==> src/rtl/ens_vote_pkg.sv <==
// ----------------------------------------------------------------------------
// ens_vote_pkg
// Shared definitions for the ensemble vote / argmax output stage:
//   - vote_state_e : FSM states (ACCUM, SCAN, HOLD)
//   - clog2        : ceiling log2, used to size derived widths
//   - DEF_*        : default parameter values shared with the ensemble wrapper
// ----------------------------------------------------------------------------
package ens_vote_pkg;

    typedef enum logic [1:0] {
        ACCUM = 2'd0,
        SCAN  = 2'd1,
        HOLD  = 2'd2
    } vote_state_e;

    localparam int DEF_NUM_MEMBERS = 4;
    localparam int DEF_NUM_CLASSES = 10;
    localparam int DEF_SCORE_BITS  = 2;

    // Ceiling log2; clog2(1) = 0, clog2(4) = 2, clog2(10) = 4.
    function automatic int clog2(input int value);
        int result;
        result = 0;
        for (int v = value - 1; v > 0; v = v / 2) begin
            result = result + 1;
        end
        return result;
    endfunction

endpackage

==> src/rtl/ens_vote_acc_bank.sv <==
// ----------------------------------------------------------------------------
// ens_vote_acc_bank
// NUM_CLASSES unsigned accumulators of ACC_W bits. Each add beat adds the
// per-class score slice of i_scores to the matching accumulator. A synchronous
// clear (or reset) zeroes all of them. One indexed read port serves the
// argmax scan.
// Ports:
//   clk, rst     : clock, synchronous active-high reset
//   i_add_en     : add i_scores into the bank this cycle
//   i_clr        : zero every accumulator (wins over i_add_en)
//   i_scores     : class c score at [c*SCORE_BITS +: SCORE_BITS]
//   i_rd_idx     : class index to read
//   o_rd_data    : accumulator value for i_rd_idx (0 if out of range)
// ----------------------------------------------------------------------------
module ens_vote_acc_bank
    import ens_vote_pkg::*;
#(
    parameter int NUM_CLASSES = DEF_NUM_CLASSES,
    parameter int SCORE_BITS  = DEF_SCORE_BITS,
    parameter int ACC_W       = DEF_SCORE_BITS + 2,
    parameter int IDX_W       = clog2(NUM_CLASSES)
) (
    input  logic                              clk,
    input  logic                              rst,
    input  logic                              i_add_en,
    input  logic                              i_clr,
    input  logic [NUM_CLASSES*SCORE_BITS-1:0] i_scores,
    input  logic [IDX_W-1:0]                  i_rd_idx,
    output logic [ACC_W-1:0]                  o_rd_data
);

    logic [ACC_W-1:0] r_acc [NUM_CLASSES];

    // Accumulator update: reset/clear zero the bank, an add beat sums in scores.
    always_ff @(posedge clk) begin
        if (rst || i_clr) begin
            for (int c = 0; c < NUM_CLASSES; c++) begin
                r_acc[c] <= '0;
            end
        end else if (i_add_en) begin
            for (int c = 0; c < NUM_CLASSES; c++) begin
                r_acc[c] <= r_acc[c] + ACC_W'(i_scores[c*SCORE_BITS +: SCORE_BITS]);
            end
        end
    end

    // Indexed read; indices beyond the last class read as zero.
    always_comb begin
        o_rd_data = '0;
        if (int'(i_rd_idx) < NUM_CLASSES) begin
            o_rd_data = r_acc[i_rd_idx];
        end else begin
            o_rd_data = '0;
        end
    end

endmodule

==> src/rtl/ens_vote_argmax.sv <==
// ----------------------------------------------------------------------------
// ens_vote_argmax
// Ensemble output stage. Accepts NUM_MEMBERS class-score vectors (one per
// handshake beat), sums them per class, then scans the sums one class per
// cycle for the maximum (ties go to the lowest index) and presents the
// winner on a valid/ready output.
// Ports:
//   clk, rst            : clock, synchronous active-high reset
//   s_valid/s_ready     : member vector handshake
//   s_data              : class c score at [c*SCORE_BITS +: SCORE_BITS]
//   m_valid/m_ready     : result handshake
//   m_class, m_score    : winning class index and its summed score
// ----------------------------------------------------------------------------
module ens_vote_argmax
    import ens_vote_pkg::*;
#(
    parameter  int NUM_MEMBERS = DEF_NUM_MEMBERS,
    parameter  int NUM_CLASSES = DEF_NUM_CLASSES,
    parameter  int SCORE_BITS  = DEF_SCORE_BITS,
    localparam int ACC_W       = SCORE_BITS + clog2(NUM_MEMBERS),
    localparam int IDX_W       = clog2(NUM_CLASSES)
) (
    input  logic                              clk,
    input  logic                              rst,
    input  logic                              s_valid,
    output logic                              s_ready,
    input  logic [NUM_CLASSES*SCORE_BITS-1:0] s_data,
    output logic                              m_valid,
    input  logic                              m_ready,
    output logic [IDX_W-1:0]                  m_class,
    output logic [ACC_W-1:0]                  m_score
);

    localparam int CNT_W = clog2(NUM_MEMBERS);

    vote_state_e      r_state;
    logic [CNT_W-1:0] r_cnt;
    logic [IDX_W-1:0] r_idx;
    logic [ACC_W-1:0] r_best_score;
    logic [IDX_W-1:0] r_best_idx;
    logic [IDX_W-1:0] r_m_class;
    logic [ACC_W-1:0] r_m_score;

    logic             w_s_fire;
    logic             w_clr;
    logic [ACC_W-1:0] w_rd_data;
    logic [ACC_W-1:0] w_next_best_score;
    logic [IDX_W-1:0] w_next_best_idx;

    // rst gates s_ready directly so nothing is accepted on the reset edges
    // themselves, before the state register has been forced back to ACCUM.
    assign s_ready  = (r_state == ACCUM) && !rst;
    assign w_s_fire = s_valid && s_ready;
    assign w_clr    = (r_state == HOLD) && m_ready;

    assign m_valid = (r_state == HOLD);
    assign m_class = r_m_class;
    assign m_score = r_m_score;

    ens_vote_acc_bank #(
        .NUM_CLASSES (NUM_CLASSES),
        .SCORE_BITS  (SCORE_BITS),
        .ACC_W       (ACC_W),
        .IDX_W       (IDX_W)
    ) u_acc_bank (
        .clk       (clk),
        .rst       (rst),
        .i_add_en  (w_s_fire),
        .i_clr     (w_clr),
        .i_scores  (s_data),
        .i_rd_idx  (r_idx),
        .o_rd_data (w_rd_data)
    );

    // Argmax step: index 0 seeds the running best, later indices replace it
    // only when strictly greater so the lowest index wins a tie.
    always_comb begin
        w_next_best_score = r_best_score;
        w_next_best_idx   = r_best_idx;
        if ((r_idx == '0) || (w_rd_data > r_best_score)) begin
            w_next_best_score = w_rd_data;
            w_next_best_idx   = r_idx;
        end else begin
            w_next_best_score = r_best_score;
            w_next_best_idx   = r_best_idx;
        end
    end

    // Control FSM: beat counting, class scan and result hold.
    always_ff @(posedge clk) begin
        if (rst) begin
            r_state      <= ACCUM;
            r_cnt        <= '0;
            r_idx        <= '0;
            r_best_score <= '0;
            r_best_idx   <= '0;
            r_m_class    <= '0;
            r_m_score    <= '0;
        end else begin
            case (r_state)
                ACCUM: begin
                    if (w_s_fire) begin
                        if (r_cnt == CNT_W'(NUM_MEMBERS - 1)) begin
                            r_cnt   <= '0;
                            r_idx   <= '0;
                            r_state <= SCAN;
                        end else begin
                            r_cnt <= r_cnt + CNT_W'(1);
                        end
                    end
                end
                SCAN: begin
                    r_best_score <= w_next_best_score;
                    r_best_idx   <= w_next_best_idx;
                    if (r_idx == IDX_W'(NUM_CLASSES - 1)) begin
                        // Result is latched from the final comparison so the
                        // outputs are ready on the first HOLD cycle.
                        r_m_class <= w_next_best_idx;
                        r_m_score <= w_next_best_score;
                        r_idx     <= '0;
                        r_state   <= HOLD;
                    end else begin
                        r_idx <= r_idx + IDX_W'(1);
                    end
                end
                HOLD: begin
                    if (m_ready) begin
                        r_state <= ACCUM;
                    end
                end
                default: begin
                    r_state <= ACCUM;
                    r_cnt   <= '0;
                    r_idx   <= '0;
                end
            endcase
        end
    end

endmodule
==> config.mk <==
export PLATFORM = sky130hd
export DESIGN_NAME = ens_vote_argmax
export DESIGN_NICKNAME = d
export VERILOG_FILES = /design/src/rtl/ens_vote_pkg.sv /design/src/rtl/ens_vote_acc_bank.sv /design/src/rtl/ens_vote_argmax.sv
export SDC_FILE = /design/constraint.sdc
export NUM_CORES = 1
export LEC_CHECK = 0
export CAP_MARGIN = 30
export CORE_MARGIN = 5
export CORE_UTILIZATION = 48
export CTS_BUF_LIST = sky130_fd_sc_hd__clkbuf_2
export DETAILED_ROUTE_END_ITERATION = 16
export DONT_BUFFER_PORTS = 1
export PLACE_DENSITY = 0.65
export REMOVE_ABC_BUFFERS = 1
export SETUP_SLACK_MARGIN = 0.02
export SLEW_MARGIN = 20
export SYNTH_ARGS = -nofsm -noshare
export SYNTH_HDL_FRONTEND = slang
export SYNTH_HIERARCHICAL = 1
export SYNTH_SLANG_ARGS = --single-unit
export TNS_END_PERCENT = 1
==> constraint.sdc <==
create_clock -name clk -period 2.5 [get_ports clk]
set_input_delay 0.5 -clock clk [delete_from_list [all_inputs] [get_ports clk]]
set_output_delay 0.5 -clock clk [all_outputs]
set_load 0.01 [all_outputs]
[Word-level counts from Yosys, hierarchy flattened]
Memory sizes are Yosys's and may differ from the RTL's. A register that Yosys moved wholly into a read port is not among the register bits.
Index checks and enable logic that the tools add are counted.
Cells by class
  add/subtract/negate cells: 12
  magnitude comparators: 2
  equal/unequal tests: 8
  mux-type cells: 32
  bitwise gates (word level): 12
  reduce and logical (&&, ||, !) cells: 13
Operators with widths (number)
  4-bit two-way mux: 18
  4-bit by 2-bit adder with 4-bit output: 10
  2-bit two-way mux: 6
  4-bit case mux with 3 select lines: 1
  1-bit bitwise OR: 10
  2-bit by 1-bit inequality test with 1-bit output (second input constant): 3
  2-bit case mux with 3 select lines: 1
  1-bit two-way mux: 5
  4-bit by 1-bit adder with 4-bit output (second input constant): 1
  2-bit == test (second input constant): 2
  4-bit == test (second input constant): 1
  4-bit > comparator: 1
  4-bit zero test: 1
  4-bit less-than comparator (second input constant): 1
  2-bit case mux with 2 select lines: 1
  2-bit AND reduction: 2
  4-bit AND reduction: 1
  1-bit logical AND: 3
  3-bit AND reduction: 1
  2-bit by 1-bit adder with 2-bit output (second input constant): 1
  2-bit by 1-bit == test with 1-bit output (second input constant): 1
  2-bit zero test: 1
  1-bit logical OR: 2
  2-bit inequality test (second input constant): 1
  other kinds (3): 4
Word-level totals
  flip-flop bits (word level): 24
  memory bits (writable): 40
  input port bits: 24
  memories: 1
Memories
  u_acc_bank.r_acc: depth 10, width 4, read ports 11, clocked after memory_dff 1, wr ports 10, line ens_vote_acc_bank.sv:32  | logic [ACC_W-1:0] r_acc [NUM_CLASSES];

[Logic depth before layout (Yosys ltp)]
  depth after elaboration: 7
  depth in mapped cells: 12
  depth with buffers taken out: 10

[Hierarchy]
The synthesis kept the hierarchy.
Modules (own cells, without submodules)
  ens_vote_acc_bank: times used 1, cells each 232, area an instance 2632.5 um^2, sequential area each 1201.2 um^2
  ens_vote_argmax: times used 1, cells each 135, area an instance 1285.0 um^2, sequential area each 480.5 um^2

[Least setup slack after synthesis]
No wires, ideal clock.
  kind: flip-flop to flip-flop
  start point: register r_idx[0]
  end point: register r_best_score[3]
  arrival: 2.561 ns
  required time: 2.372 ns
  path slack: -0.189 ns
  stages on the path, launching flop included: 11
  buffers on the path: 2
  clock period less this slack: 2.689 ns
  cells stage by stage: dfxtp_1 buf_6 buf_4 a2111oi_0 o41ai_1 ha_1 nor2b_4 o211a_4 o211ai_4 mux2i_1 nor2_1
On the way
  word-level cells in the longest chain between the ends: 5
  elaborated cells between the ends (all ways): 6
  classes of those cells: order compare (2); mux (2); reduce/logical (2)
RTL lines
  start, declared: line ens_vote_argmax.sv:38  | logic [IDX_W-1:0] r_idx;
  start signal, assigned: line ens_vote_argmax.sv:123  | r_idx <= r_idx + IDX_W'(1);
  4-bit less-than comparator: line ens_vote_acc_bank.sv:50  | if (int'(i_rd_idx) < NUM_CLASSES) begin
  4-bit two-way mux: line ens_vote_acc_bank.sv:50
  via w_rd_data[1]: line ens_vote_argmax.sv:46  | logic [ACC_W-1:0] w_rd_data;
  4-bit > comparator: line ens_vote_argmax.sv:80  | if ((r_idx == '0) || (w_rd_data > r_best_score)) begin
  1-bit logical OR: line ens_vote_argmax.sv:80
  4-bit two-way mux: line ens_vote_argmax.sv:80
  end signal, assigned: line ens_vote_argmax.sv:113  | r_best_score <= w_next_best_score;
  end, declared: line ens_vote_argmax.sv:39  | logic [ACC_W-1:0] r_best_score;
The timed path passes the listed nets, and every way through them passes these cells.
A chain may end at the register's enable or synchronous reset.

[Worst setup path in the final report]
  start point: register r_idx[0]
  end point: register r_m_score[2] (netlist: m_score[2])
On the way
  word-level cells in the longest chain between the ends: 5
  elaborated cells between the ends (all ways): 8
  classes of those cells: order compare (2); eq/ne (1); mux (2); reduce/logical (3)
RTL lines
  4-bit less-than comparator: line ens_vote_acc_bank.sv:50
  4-bit two-way mux: line ens_vote_acc_bank.sv:50
  via w_rd_data[1]: line ens_vote_argmax.sv:46
  4-bit > comparator: line ens_vote_argmax.sv:80
  1-bit logical OR: line ens_vote_argmax.sv:80
  4-bit two-way mux: line ens_vote_argmax.sv:80
  end signal, assigned: line ens_vote_argmax.sv:119  | r_m_score <= w_next_best_score;
  end, declared: line ens_vote_argmax.sv:42  | logic [ACC_W-1:0] r_m_score;
The timed path passes the listed nets, and every way through them passes these cells.

==> impl_metrics.ini <==
[cells_and_area]
multi_input_area_um2 = 2150
drive_gt1_frac = 0.249
area_growth_pct = 19.1
nFillCells = 710
seq_area_um2 = 1690
nets = 486
stdcell_area_um2 = 4670
diodes = 0

[logic_synthesis]
synth_top_family_by_area = adder cells
synth_mux_area_frac = 0.0706
ys_seq_area_frac = 0.429
syn-cell-area_um2 = 3920
synth-main-ff-cell = edfxtp_1
ys_ff_latch = 64
yosysWarnings = 6
synth_fa_ha_area_frac = 0.153
synth_compound_area_frac = 0.120
synth_simple_gate_area_share = 0.144
synth_edf_count = 40
synthDistinctLibCells = 50
syn-mean-instance-area_um2 = 10.7
synth-xor-area-share = 0.0291
netlist_instances = 367
async_reset_ff_frac = 0

[sta]
period_needed_ns = 2.62
hold_viol = 0
finalCritPeriodShare = 1.05
worst_slack_ns = -0.116
slew_headroom = 0.634
max_freq_mhz = 382
tightestPinTransition_ns = 0.549
setup_viol = 14
rsz0062_at_grt = yes
fin_tns_setup_ns = -0.827
worst_clock_skew_ns = 0.0337
report.final.slew_viol_count = 0

[clock_network]
path_clk_slew_ns = 0.18
cts_tree = done
root_buffer = clkbuf_2
cts.sinks = 64
ctsLongestPathBuffers = 2
cts_buffers = 9
clk_latency_ns = 0.49
htree_levels = 3

[setup_path]
cp-end-kind = flop
path_max_fanout = 5
worstSetupPathType = reg2reg
cpPeakStageDelay_ns = 0.40
slowest_stage = dfxtp_2
crit_arrival_ns = 2.98
crit_required_ns = 2.86
r2r_slack_ns = -0.12
crit_top_cell = buf_6
path_cells = buf_6 -> mux2_4 -> o22ai_2 -> o41ai_2 -> buf_4 -> ha_4 -> nor2b_4 -> o211a_4 -> o21ai_4 -> buf_6 -> mux2i_1 -> a211oi_1
cp-start-kind = flop
reg2regPathDepth = 12

[place]
hpwlAfterDp_um = 6050
placed_area_um2 = 4290
gp_congestion = 0.833
post-place-ws_ns = -0.273
port_buffers = 0

[die]
die_h_um = 100
die_x_um = 100
num_io_pins = 34
rows = 33
core_area_um2 = 8090
dieArea_um2 = 10100
initial_core_util = 0.484

[pwr]
power.density_nw_per_um2 = 618
peakVddDrop_v = 0.000358
leakage_nw = 1.96
p_total_mw = 2.88

[grt]
grt_overflow = 0
first_global_vias = 2928
antenna_found_initial = 0
grt_max_degree = 41
track_usage = 0.179
grt_pass1_wl_um = 14100

[drt]
first_pass_iters = 4
wl_per_cell_um = 16.0
via_per_inst = 5.30
wl_um = 8480
first_iter_violations = 101
vias = 2810
final_antenna_net_count = 0
drc_errors = 0

[min_path]
hold_path_class = in2reg
holdPathStages = 1

[status]
outcome = finished, violations left
violations = setup timing

[job]
drv_cap = 0
-- layout make-up --
| class | count | share of cell area |
|---|---|---|
| clock buffers | 10 | 0.0107 |
| multi-input cells | 255 | 0.460 |
| clock inverters | 6 | 0.0161 |
| well taps | 105 | 0.0282 |
| repair buffers | 53 | 0.0941 |
| flip-flops and latches | 64 | 0.361 |
| inverters | 37 | 0.0298 |
-- sequential cells by signal (all words and copies together), names as in the netlist --
name,flops
m_score,4
r_best_score,4
r_state,2
r_cnt,2
u_acc_bank/r_acc,40
m_class,4
r_best_idx,4
r_idx,4
-- path summary, 6_finish.rpt --
check                              startpoint               to
worst max-delay path                 r_idx[0]       m_score[2]
worst min-delay path                      rst  r_best_score[2]
worst max register to register       r_idx[0]       m_score[2]
worst min register to register  r_best_idx[2]       m_class[2]
-- cell families after synthesis --
group | count (synthesis)
adders and majority gates | 42
xor gates and xnor gates | 13
AOI/OAI and AO/OA | 69
buffers and inverters | 48
and+or+nand+nor | 106
muxes | 25
DFF | 64
-- critical path: cells and delay by family, from the launching register on --
kind	cells	cell delay [ns]
flops	1	0.40
compound gates	5	0.81
mux	2	0.51
buf+inv	3	0.43
simple gates	1	0.12
fa+ha+maj	1	0.23
-- where the power goes --
part,switching [mW],internal (mW),total [mW],leakage (nW)
Sequential,0.0672,1.22,1.29,0.622
Clock,0.377,0.325,0.702,0.0814
Combinational,0.416,0.478,0.895,1.26
-- metrics by stage --
| step | instances | hold WS [ns] | utilization |
|---|---|---|---|
| 5_1_grt | 530 | -0.00455 | 0.577 |
| 4_1_cts | 529 | 0.0136 | 0.574 |
| 3_5_place_dp | 502 | 0.466 | 0.530 |
| 2_1_floorplan | 356 | 0.441 | - |
| 3_3_place_gp | 502 | 0.467 | 0.530 |
| 6_report | 530 | 0.0558 | 0.577 |
-- routing by layer --
layer / up-vias / wire length [um] / GRT usage
met3: 10 / 466 / 0.0431
met2: 43 / 4040 / 0.292
met4: 0 / 108 / 0.0684
li1: 1413 / - / -
met5: - / 0 / 0
met1: 1344 / 3860 / 0.230
-- layout by cell type, fill, tap and decap left out, drive strengths merged, types with 2 or more instances in the layout --
master / instances
a211oi: 11
xor2: 6
buf: 52
nand2b: 3
nor3: 2
inv: 39
nand3b: 2
fa: 10
a21oi: 26
clkinv: 2
edfxtp: 40
and3: 14
a32oi: 2
xnor2: 7
bufinv: 2
nor2b: 11
o22ai: 4
or3: 11
clkbuf: 10
o21ai: 11
dfxtp: 24
nor2: 40
nand2: 11
mux2i: 13
o41ai: 4
and2: 4
a2111oi: 4
ha: 32
mux2: 12
-- timing repair --
| item | 4_1_cts | 5_1_grt |
|---|---|---|
| gates cloned | 0 | 0 |
| hold endpoints to repair | 0 | 4 |
| resized for setup | 32 | 3 |
| pin swaps | 17 | 0 |
| hold buffers | 0 | 1 |
| setup endpoints to repair | 16 | 16 |
| buffers inserted | 11 | 0 |
-- synth_stat cells, types with 2 or more instances --
| cell type | count | share of area |
|---|---|---|
| a2111oi_0 | 4 | 0.0089 |
| a211oi_1 | 11 | 0.021 |
| a21oi_1 | 26 | 0.033 |
| a32oi_1 | 2 | 0.0045 |
| and2_1 | 4 | 0.0064 |
| and3_1 | 14 | 0.022 |
| clkbuf_1 | 7 | 0.0067 |
| dfxtp_1 | 24 | 0.12 |
| edfxtp_1 | 40 | 0.31 |
| fa_1 | 10 | 0.051 |
| ha_1 | 32 | 0.10 |
| inv_1 | 37 | 0.035 |
| mux2_2 | 8 | 0.023 |
| mux2_4 | 3 | 0.011 |
| mux2i_1 | 13 | 0.033 |
| nand2_1 | 11 | 0.011 |
| nand2b_1 | 2 | 0.0032 |
| nand3b_1 | 2 | 0.0038 |
| nor2_1 | 40 | 0.038 |
| nor2b_1 | 10 | 0.016 |
| nor3_1 | 2 | 0.0026 |
| o21ai_0 | 10 | 0.013 |
| o22ai_1 | 4 | 0.0064 |
| o41ai_1 | 4 | 0.0089 |
| or3_1 | 11 | 0.018 |
| xnor2_1 | 7 | 0.016 |
| xor2_1 | 6 | 0.013 |
Note: power is estimated with default switching activity, not from simulation.
